## src/rtl/rawspike_block_decoder_pkg.sv

```systemverilog
// Shared constants, FSM state type and helpers for the rawspikes block decoder.
// Field positions within a rawspikes word live here so the decoder and its users agree.
package rawspike_block_decoder_pkg;

  localparam int NN_DEF        = 8;
  localparam int DEPTH_LOG_DEF = 3;
  localparam int TAG_W_DEF     = 8;

  localparam int RAW_W  = 18;
  localparam int ID_LSB = 8;
  localparam int SPK_A_MSB = 7;
  localparam int SPK_A_LSB = 4;
  localparam int SPK_B_MSB = 3;
  localparam int SPK_B_LSB = 0;

  typedef enum logic {
    ST_SYNC  = 1'b0,
    ST_ACCUM = 1'b1
  } state_e;

  function automatic logic [2:0] popcount4(input logic [3:0] v);
    return {2'b00, v[0]} + {2'b00, v[1]} + {2'b00, v[2]} + {2'b00, v[3]};
  endfunction

endpackage

```

## src/rtl/rawspike_block_decoder_fifo.sv

```systemverilog
// Show-ahead synchronous FIFO holding completed block results until the host pops them.
// A push into a full FIFO is accepted only if a pop happens on the same edge.
module rawspike_block_decoder_fifo #(
  parameter int DEPTH_LOG = 3,
  parameter int W         = 28
) (
  input  logic                 clk_i,
  input  logic                 rst_i,
  input  logic                 push_i,
  input  logic [W-1:0]         data_i,
  input  logic                 pop_i,
  output logic [W-1:0]         data_o,
  output logic                 empty_o,
  output logic                 full_o,
  output logic [DEPTH_LOG:0]   level_o
);

  localparam int DEPTH = 1 << DEPTH_LOG;

  logic [W-1:0]         mem_q [DEPTH];
  logic [DEPTH_LOG-1:0] wr_ptr_q, rd_ptr_q;
  logic [DEPTH_LOG:0]   count_q;
  logic                 do_push, do_pop;

  assign empty_o = (count_q == '0);
  assign full_o  = (count_q == (DEPTH_LOG+1)'(DEPTH));
  assign do_pop  = pop_i && !empty_o;
  assign do_push = push_i && (!full_o || do_pop);
  assign data_o  = mem_q[rd_ptr_q];
  assign level_o = count_q;

  always_ff @(posedge clk_i or posedge rst_i) begin
    if (rst_i) begin
      for (int i = 0; i < DEPTH; i++) mem_q[i] <= '0;
      wr_ptr_q <= '0;
      rd_ptr_q <= '0;
      count_q  <= '0;
    end else begin
      if (do_push) begin
        mem_q[wr_ptr_q] <= data_i;
        wr_ptr_q        <= wr_ptr_q + DEPTH_LOG'(1);
      end
      if (do_pop) rd_ptr_q <= rd_ptr_q + DEPTH_LOG'(1);
      if (do_push && !do_pop)      count_q <= count_q + (DEPTH_LOG+1)'(1);
      else if (do_pop && !do_push) count_q <= count_q - (DEPTH_LOG+1)'(1);
    end
  end

endmodule

```

## src/rtl/rawspike_block_decoder.sv

```systemverilog
// Rebuilds per-block pool A/B spike totals from the rawspikes stream, checks group-ID
// continuity and queues tagged block results for valid/ready readout.
module rawspike_block_decoder
  import rawspike_block_decoder_pkg::*;
#(
  parameter int NN        = NN_DEF,
  parameter int DEPTH_LOG = DEPTH_LOG_DEF,
  parameter int TAG_W     = TAG_W_DEF
) (
  input  logic               nClock,
  input  logic               neuronReset,
  input  logic [RAW_W-1:0]   raw_in,
  input  logic               raw_valid,
  input  logic               clear_err,
  input  logic               out_ready,
  output logic               out_valid,
  output logic [NN+1:0]      cnt_a_out,
  output logic [NN+1:0]      cnt_b_out,
  output logic [TAG_W-1:0]   tag_out,
  output logic               seq_error,
  output logic               overflow,
  output logic [DEPTH_LOG:0] fifo_level,
  output state_e             dbg_state
);

  localparam int ID_W   = NN - 1;
  localparam int CNT_W  = NN + 2;
  localparam int ENTRY_W = 2 * CNT_W + TAG_W;

  // Handshake: an entry leaves the FIFO on any edge where out_valid && out_ready;
  // head fields are stable while out_valid is high and the consumer has not accepted.

  state_e              state_q;
  logic [CNT_W-1:0]    acc_a_q, acc_b_q;
  logic [ID_W-1:0]     exp_id_q;
  logic [TAG_W-1:0]    tag_q;
  logic                seq_error_q, overflow_q;

  logic [ID_W-1:0]     id;
  logic [2:0]          pa, pb;
  logic [CNT_W-1:0]    sum_a, sum_b;
  logic                id_match, id_zero, id_last;
  logic                blk_done, seq_err_set, ovf_set;
  logic                fifo_empty, fifo_full, pop;
  logic [ENTRY_W-1:0]  push_data, head_data;
  logic                unused_raw;

  assign id         = raw_in[ID_LSB +: ID_W];
  assign pa         = popcount4(raw_in[SPK_A_MSB:SPK_A_LSB]);
  assign pb         = popcount4(raw_in[SPK_B_MSB:SPK_B_LSB]);
  assign unused_raw = ^raw_in[RAW_W-1:ID_LSB+ID_W];

  always_comb begin
    id_match    = (id == exp_id_q);
    id_zero     = (id == '0);
    id_last     = (id == {ID_W{1'b1}});
    sum_a       = acc_a_q + CNT_W'(pa);
    sum_b       = acc_b_q + CNT_W'(pb);
    blk_done    = raw_valid && (state_q == ST_ACCUM) && id_match && id_last;
    seq_err_set = raw_valid && (state_q == ST_ACCUM) && !id_match;
    pop         = !fifo_empty && out_ready;
    ovf_set     = blk_done && fifo_full && !pop;
    push_data   = {sum_a, sum_b, tag_q};
  end

  always_ff @(posedge nClock or posedge neuronReset) begin
    if (neuronReset) begin
      state_q     <= ST_SYNC;
      acc_a_q     <= '0;
      acc_b_q     <= '0;
      exp_id_q    <= '0;
      tag_q       <= '0;
      seq_error_q <= 1'b0;
      overflow_q  <= 1'b0;
    end else begin
      if (raw_valid) begin
        case (state_q)
          ST_SYNC: begin
            if (id_zero) begin
              acc_a_q  <= CNT_W'(pa);
              acc_b_q  <= CNT_W'(pb);
              exp_id_q <= ID_W'(1);
              state_q  <= ST_ACCUM;
            end
          end
          ST_ACCUM: begin
            if (id_match && id_last) begin
              // Block complete: result already pushed this edge; tag advances even if dropped.
              acc_a_q  <= '0;
              acc_b_q  <= '0;
              exp_id_q <= '0;
              tag_q    <= tag_q + TAG_W'(1);
            end else if (id_match) begin
              acc_a_q  <= sum_a;
              acc_b_q  <= sum_b;
              exp_id_q <= exp_id_q + ID_W'(1);
            end else if (id_zero) begin
              acc_a_q  <= CNT_W'(pa);
              acc_b_q  <= CNT_W'(pb);
              exp_id_q <= ID_W'(1);
            end else begin
              acc_a_q  <= '0;
              acc_b_q  <= '0;
              exp_id_q <= '0;
              state_q  <= ST_SYNC;
            end
          end
          default: state_q <= ST_SYNC;
        endcase
      end
      if (seq_err_set)    seq_error_q <= 1'b1;
      else if (clear_err) seq_error_q <= 1'b0;
      if (ovf_set)        overflow_q  <= 1'b1;
      else if (clear_err) overflow_q  <= 1'b0;
    end
  end

  rawspike_block_decoder_fifo #(
    .DEPTH_LOG (DEPTH_LOG),
    .W         (ENTRY_W)
  ) u_fifo (
    .clk_i   (nClock),
    .rst_i   (neuronReset),
    .push_i  (blk_done),
    .data_i  (push_data),
    .pop_i   (pop),
    .data_o  (head_data),
    .empty_o (fifo_empty),
    .full_o  (fifo_full),
    .level_o (fifo_level)
  );

  assign out_valid = !fifo_empty;
  assign cnt_a_out = head_data[ENTRY_W-1 -: CNT_W];
  assign cnt_b_out = head_data[TAG_W +: CNT_W];
  assign tag_out   = head_data[TAG_W-1:0];
  assign seq_error = seq_error_q;
  assign overflow  = overflow_q;
  assign dbg_state = state_q;

endmodule

```

## config.mk

```make
export PLATFORM = sky130hd
export DESIGN_NAME = rawspike_block_decoder
export DESIGN_NICKNAME = d
export VERILOG_FILES = /design/src/rtl/rawspike_block_decoder_pkg.sv /design/src/rtl/rawspike_block_decoder_fifo.sv /design/src/rtl/rawspike_block_decoder.sv
export SDC_FILE = /design/constraint.sdc
export NUM_CORES = 1
export LEC_CHECK = 0
export BUFFER_PORTS_ARGS = -buffer_cell sky130_fd_sc_hd__buf_4
export CAP_MARGIN = 20
export CORE_ASPECT_RATIO = 0.6
export CORE_UTILIZATION = 35
export CTS_BUF_LIST = sky130_fd_sc_hd__clkbuf_8
export CTS_CLUSTER_DIAMETER = 200
export DETAILED_ROUTE_END_ITERATION = 8
export GPL_TIMING_DRIVEN = 0
export PLACE_DENSITY = 0.54
export SYNTH_ARGS = -nofsm -noshare
export SYNTH_HDL_FRONTEND = slang
export SYNTH_SLANG_ARGS = --single-unit
```

## constraint.sdc

```tcl
create_clock -name nClock -period 12.7 [get_ports nClock]
set_clock_uncertainty 0.05 [all_clocks]
set_input_delay 1.905 -clock nClock [delete_from_list [all_inputs] [get_ports nClock]]
set_output_delay 1.905 -clock nClock [all_outputs]
set_load 0.05 [all_outputs]
```

## After elaboration in Yosys (flattened, before gate mapping)

Index checks and enable logic that the tools add are counted.

| word-level totals | value |
|---|---|
| flip-flop bits (word level) | 272 |
| input port bits | 23 |
| output and inout port bits | 36 |
| word-level logic and storage cells | 99 |

| cells by class | value |
|---|---|
| $add $sub $neg | 14 |
| order comparisons | 3 |
| equal/unequal tests | 4 |
| multiplexer cells | 30 |
| bitwise operators | 3 |
| reductions and logical operators | 27 |

Operators with widths:

| operator | count |
|---|---|
| bitwise mux 224 bit | 1 |
| binary-select mux 28 bit (select 3 bit) | 1 |
| demux 28 bit (select 3 bit) | 1 |
| 2-to-1 mux 28 bit | 3 |
| 2-to-1 mux 10 bit | 6 |
| case mux 10 bit (2 select lines) | 2 |
| 2-to-1 mux 7 bit | 3 |
| adder 10 x 3 -> 10 bit | 2 |
| case mux 7 bit (2 select lines) | 1 |
| logical AND 1 bit | 13 |
| adder 8 x 1 -> 8 bit, second input constant | 1 |
| >= comparator 4 bit, second input constant | 2 |
| 2-to-1 mux 4 bit | 2 |
| NOT 3 -> 4 bit | 2 |
| adder 7 x 1 -> 7 bit, second input constant | 1 |
| equality test 7 bit | 1 |
| equality test 7 bit, second input constant | 1 |
| logical NOT 7 bit | 1 |
| 2-to-1 mux 1 bit | 7 |
| adder 2 x 1 -> 3 bit | 2 |
| adder 3 x 1 -> 3 bit | 2 |
| adder 3 x 1 -> 3 bit, second input constant | 2 |
| logical NOT 1 bit | 6 |
| 2-to-1 mux 3 bit | 2 |
| other kinds (13) | 16 |

## Logic depth before layout (Yosys ltp)

| depth | value |
|---|---|
| word-level depth | 10 |
| mapped depth | 13 |

## Cells and area by module

From an unflattened synthesis, not the netlist that was laid out.

| second synthesis, totals | value |
|---|---|
| cell total of the unflattened synthesis | 901 |
| area total of the unflattened synthesis | 13332.8 sq um |

Modules (own cells, without submodules):

| module | instances | cells an instance | area each (sq um) | sequential area each (sq um) |
|---|---|---|---|---|
| rawspike_block_decoder_fifo | 1 | 633 | 10759.1 | 5855.6 |
| rawspike_block_decoder | 1 | 268 | 2573.7 | 950.9 |

## Worst setup path after synthesis

No wires, ideal clock.

| timing | value |
|---|---|
| path kind | input to register |
| from | input raw_in[0] |
| to | register u_fifo.mem_q[127] (netlist bit) |
| data arrival time | 4.347 ns |
| path slack | 8.157 ns |
| stages on the path | 9 |
| path through | fa_1 > ha_1 > ha_1 > ha_1 > and3b_1 > o31ai_2 > a21boi_0 > xnor2_1 > o21ai_0 |

| on the way | value |
|---|---|
| longest elaborated chain between the ends | 5 |

RTL lines:

| item | RTL line | RTL |
|---|---|---|
| start: declaration | rawspike_block_decoder.sv:12 | `input logic [RAW_W-1:0] raw_in,` |
| adder 1 x 1 -> 2 bit | rawspike_block_decoder_pkg.sv:22 | `return {2'b00, v[0]} + {2'b00, v[1]} + {2'b00, v[2]} + {2'b00, v[3]};` |
| adder 2 x 1 -> 3 bit | rawspike_block_decoder_pkg.sv:22 |  |
| adder 3 x 1 -> 3 bit | rawspike_block_decoder_pkg.sv:22 |  |
| adder 10 x 3 -> 10 bit | rawspike_block_decoder.sv:58 | `sum_b = acc_b_q + CNT_W'(pb);` |
| bitwise mux 224 bit | rawspike_block_decoder_fifo.sv:40 | `mem_q[wr_ptr_q] <= data_i;` |
| end signal: indexed assignment | rawspike_block_decoder_fifo.sv:40 |  |
| end: declaration | rawspike_block_decoder_fifo.sv:20 | `logic [W-1:0] mem_q [DEPTH];` |

Every way passes these cells.
A chain may end at the register's enable or synchronous reset.

## Final worst setup path

| timing | value |
|---|---|
| from | register u_fifo.rd_ptr_q[1] |
| to | output cnt_a_out[2] |

| on the way | value |
|---|---|
| longest elaborated chain between the ends | 4 |

RTL lines:

| item | RTL line | RTL |
|---|---|---|
| start: declaration | rawspike_block_decoder_fifo.sv:21 | `logic [DEPTH_LOG-1:0] wr_ptr_q, rd_ptr_q;` |
| start signal: assignment | rawspike_block_decoder_fifo.sv:43 | `if (do_pop) rd_ptr_q <= rd_ptr_q + DEPTH_LOG'(1);` |
| NOT 3 -> 4 bit (implied by the code) | rawspike_block_decoder_fifo.sv:29 | `assign data_o = mem_q[rd_ptr_q];` |
| binary-select mux 28 bit (select 3 bit) | rawspike_block_decoder_fifo.sv:29 |  |
| 2-to-1 mux 28 bit (implied by the code) (2 in a row) | rawspike_block_decoder_fifo.sv:29 |  |
| end: declaration | rawspike_block_decoder.sv:17 | `output logic [NN+1:0] cnt_a_out,` |

Every way passes these cells. The select of a mux whose other input is x is not followed.

==> qor.yml <==
clock_network:
  cts_made_buffers: 43
  clock_sinks: 272
  cts_buffer_depth: 3
  htreeDepth: 2
  ctsResizeCount: 0
  root_buffer: "clkbuf_8"
  clock_latency_ns: 0.58
  post_cts_buffers: 0
  cts_tree: "built"
  cts_hold_buf: 0
  path_clk_slew_ns: 0.06
timing:
  hold_viol: 0
  fin_tns_setup_ns: 0
  period_share: 0.416
  tightest_slew_ns: 1.13
  max_freq_mhz: 189
  maxSlewViolCount: 0
  rsz0062_at_grt: "no"
  period_minus_slack_ns: 5.28
  finalSetupViolations: 0
  slew_headroom: 0.242
floorplanning:
  io_pins: 59
  core_area_mm2: 0.0355
  die_x_um: 249
  die_height_um: 150
  fp.dieArea_mm2: 0.0375
  rows: 53
  initial_utilization: 0.361
synthesis:
  netlist_instances: 1028
  ys_top_cells_by_area: "dfrtp_1 53%, mux4_2 9.8%, mux2_2 5.7%"
  ys_seq_area_frac: 0.530
  synth_cell_types: 56
  yosysTopAreaCell: "dfrtp_1"
  yosys_most_used_dff: "dfrtp_1"
  syn_nets: 1073
  synth_top_area_frac: 0.530
  syn_area_mm2: 0.0128
  synthArstFlopShare: 1.00
  syn_area_per_cell_um2: 12.5
  ys_seq_elements: 272
  synth_edf_count: 0
  ys.warnings.count: 0
place:
  dpl.hpwl_um: 23600
  postPlaceCellArea_mm2: 0.0139
  port_buffers: 55
  gp_congestion: 0.800
final_layout:
  register_area_mm2: 0.00681
  final_common_cell: "dfrtp_1"
  fill_cells: 3431
  stdcell_area_mm2: 0.0147
  antenna_cells: 0
  areaGrowthSynthToFinish_pct: 14.6
  multi_input_area_mm2: 0.00571
  drive_gt1_frac: 0.239
  final_cell_mix: "272 x dfrtp_1, 162 x nand2_1, 80 x o21ai_0"
  final_util: 0.414
  nets: 1178
job:
  max_cap_viol_count: 0
critical_path:
  path_max_fanout: 10
  slowest_stage: "clkbuf_1"
  crit_required_ns: 10.74
  worst_ep_arrival_time_ns: 3.33
  crit_chain: "buf_1, clkbuf_1, mux4_2, mux2_2, buf_4"
  start_kind: "flip-flop"
  endpoint_kind: "output port"
  cpPeakStageDelay_ns: 0.74
  path_class: "flip-flop to output port"
drt:
  dr.pass1.iters: 7
  vias: 8584
  ant_nets: 0
  routed_via_density: 5.28
  wl_per_cell_um: 21.2
  finalWirelength_um: 34500
  drcViolationCount: 0
  drt_iter0_markers: 617
hold_path:
  hold_path.class: "flip-flop to flip-flop"
grt:
  antenna_found_initial: 0
  first_global_vias: 8699
  grt_pass1_wl_um: 53900
  overflow: 0
  grt_max_degree: 124
  track_usage: 0.191
pwr:
  p_leak_nw: 6.86
  finalPower_w: 0.00206
  power_density_mw_per_mm2: 140
  ir_worst_vdd_mv: 0.0678
status:
  outcome: "complete, no violations"
[metrics by stage]
step / hold slack, ns / instances / worst slack (ns)
5_1_grt: 0.450 / 1626 / 7.29
6_report: 0.424 / 1626 / 7.42
3_5_place_dp: 0.415 / 1552 / 7.23
3_3_place_gp: 0.408 / 1550 / -0.160
4_1_cts: 0.429 / 1623 / 7.37
2_1_floorplan: 0.395 / 1028 / 3.25
[cell usage after synthesis (2+ instances only)]
cell       number
buf_2          16
nor2_1         13
o22ai_1         6
fa_1            5
clkbuf_1       43
dfrtp_1       272
a211oi_1        9
nand4_4         7
nand4_1         3
nor3b_1         3
buf_1           6
mux2_2         65
mux4_2         56
nand2_1       162
nand3_1        14
o21ai_0        80
mux2i_1         4
xor2_1         20
a21o_1          4
nand2b_1        3
a21oi_1         6
a22o_1          2
and2_1          3
nor2b_1         2
xnor2_1        21
inv_1           9
buf_4           2
mux2_1         62
nor3_1          4
ha_1           17
and3_1          7
and4_1          3
o22a_1          2
a2111oi_2       6
o21ai_1        70
[critical path, delay by kind of cell, from the launching register on]
kind                   cells  cell delay (ns)
buffers and inverters      3             1.58
multiplexers               2             0.78
flip-flops                 1             0.40
[worst paths after layout]
kind	from	end	slack (ns)	depth (start not counted)
min	u_fifo.mem_q[10]	u_fifo.mem_q[10]	0.42	2
max	u_fifo.rd_ptr_q[1]	cnt_a_out[2]	7.42	5
max in group asynchronous	neuronReset	tag_q[5]	10.46	3
max reg2reg	exp_id_q[5]	u_fifo.level_o[3]	9.33	13
min in group asynchronous	neuronReset	u_fifo.mem_q[78]	1.22	2
min reg2reg	u_fifo.mem_q[10]	u_fifo.mem_q[10]	0.42	2
[report_power, final]
group	internal (W)	switching [W]	total (W)
Sequential	0.000883	0.0000233	0.000907
Combinational	0.000156	0.000272	0.000428
Clock	0.000368	0.000355	0.000723
[kinds of logic after synthesis]
kind of cell / share of synthesized area
buf+inv: 0.0252
simple gates: 0.0941
mux: 0.213
fa+ha+maj: 0.0244
xor+xnor: 0.0280
compound gates: 0.0856
flops: 0.530
[final cells by class]
type	count	share of cell area
Inverter	9	0.00280
Tap cell	467	0.0397
Clock buffer	52	0.0486
Buffer	68	0.0197
Multi-Input combinational cell	679	0.388
Clock inverter	19	0.00552
Timing Repair Buffer	60	0.0333
Sequential cell	272	0.462
[state kept, by name (all words and copies together) (netlist names)]
register	cells
seq_error	1
exp_id_q	7
u_fifo.level_o	4
overflow	1
tag_q	8
u_fifo.mem_q	224
acc_b_q	10
u_fifo.rd_ptr_q	3
acc_a_q	10
u_fifo.wr_ptr_q	3
dbg_state	1
[metal layers]
| layer | vias up | wire, um | share of wire | track usage |
|---|---|---|---|---|
| li1 | 3916 | - | - | - |
| met1 | 4414 | 18100 | 0.52 | 0.296 |
| met2 | 203 | 13700 | 0.40 | 0.258 |
| met3 | 51 | 2280 | 0.066 | 0.0539 |
| met4 | 0 | 486 | 0.014 | 0.0451 |
| met5 | - | 0 | 0 | 0 |
Note: power is estimated with default switching activity, not from simulation.
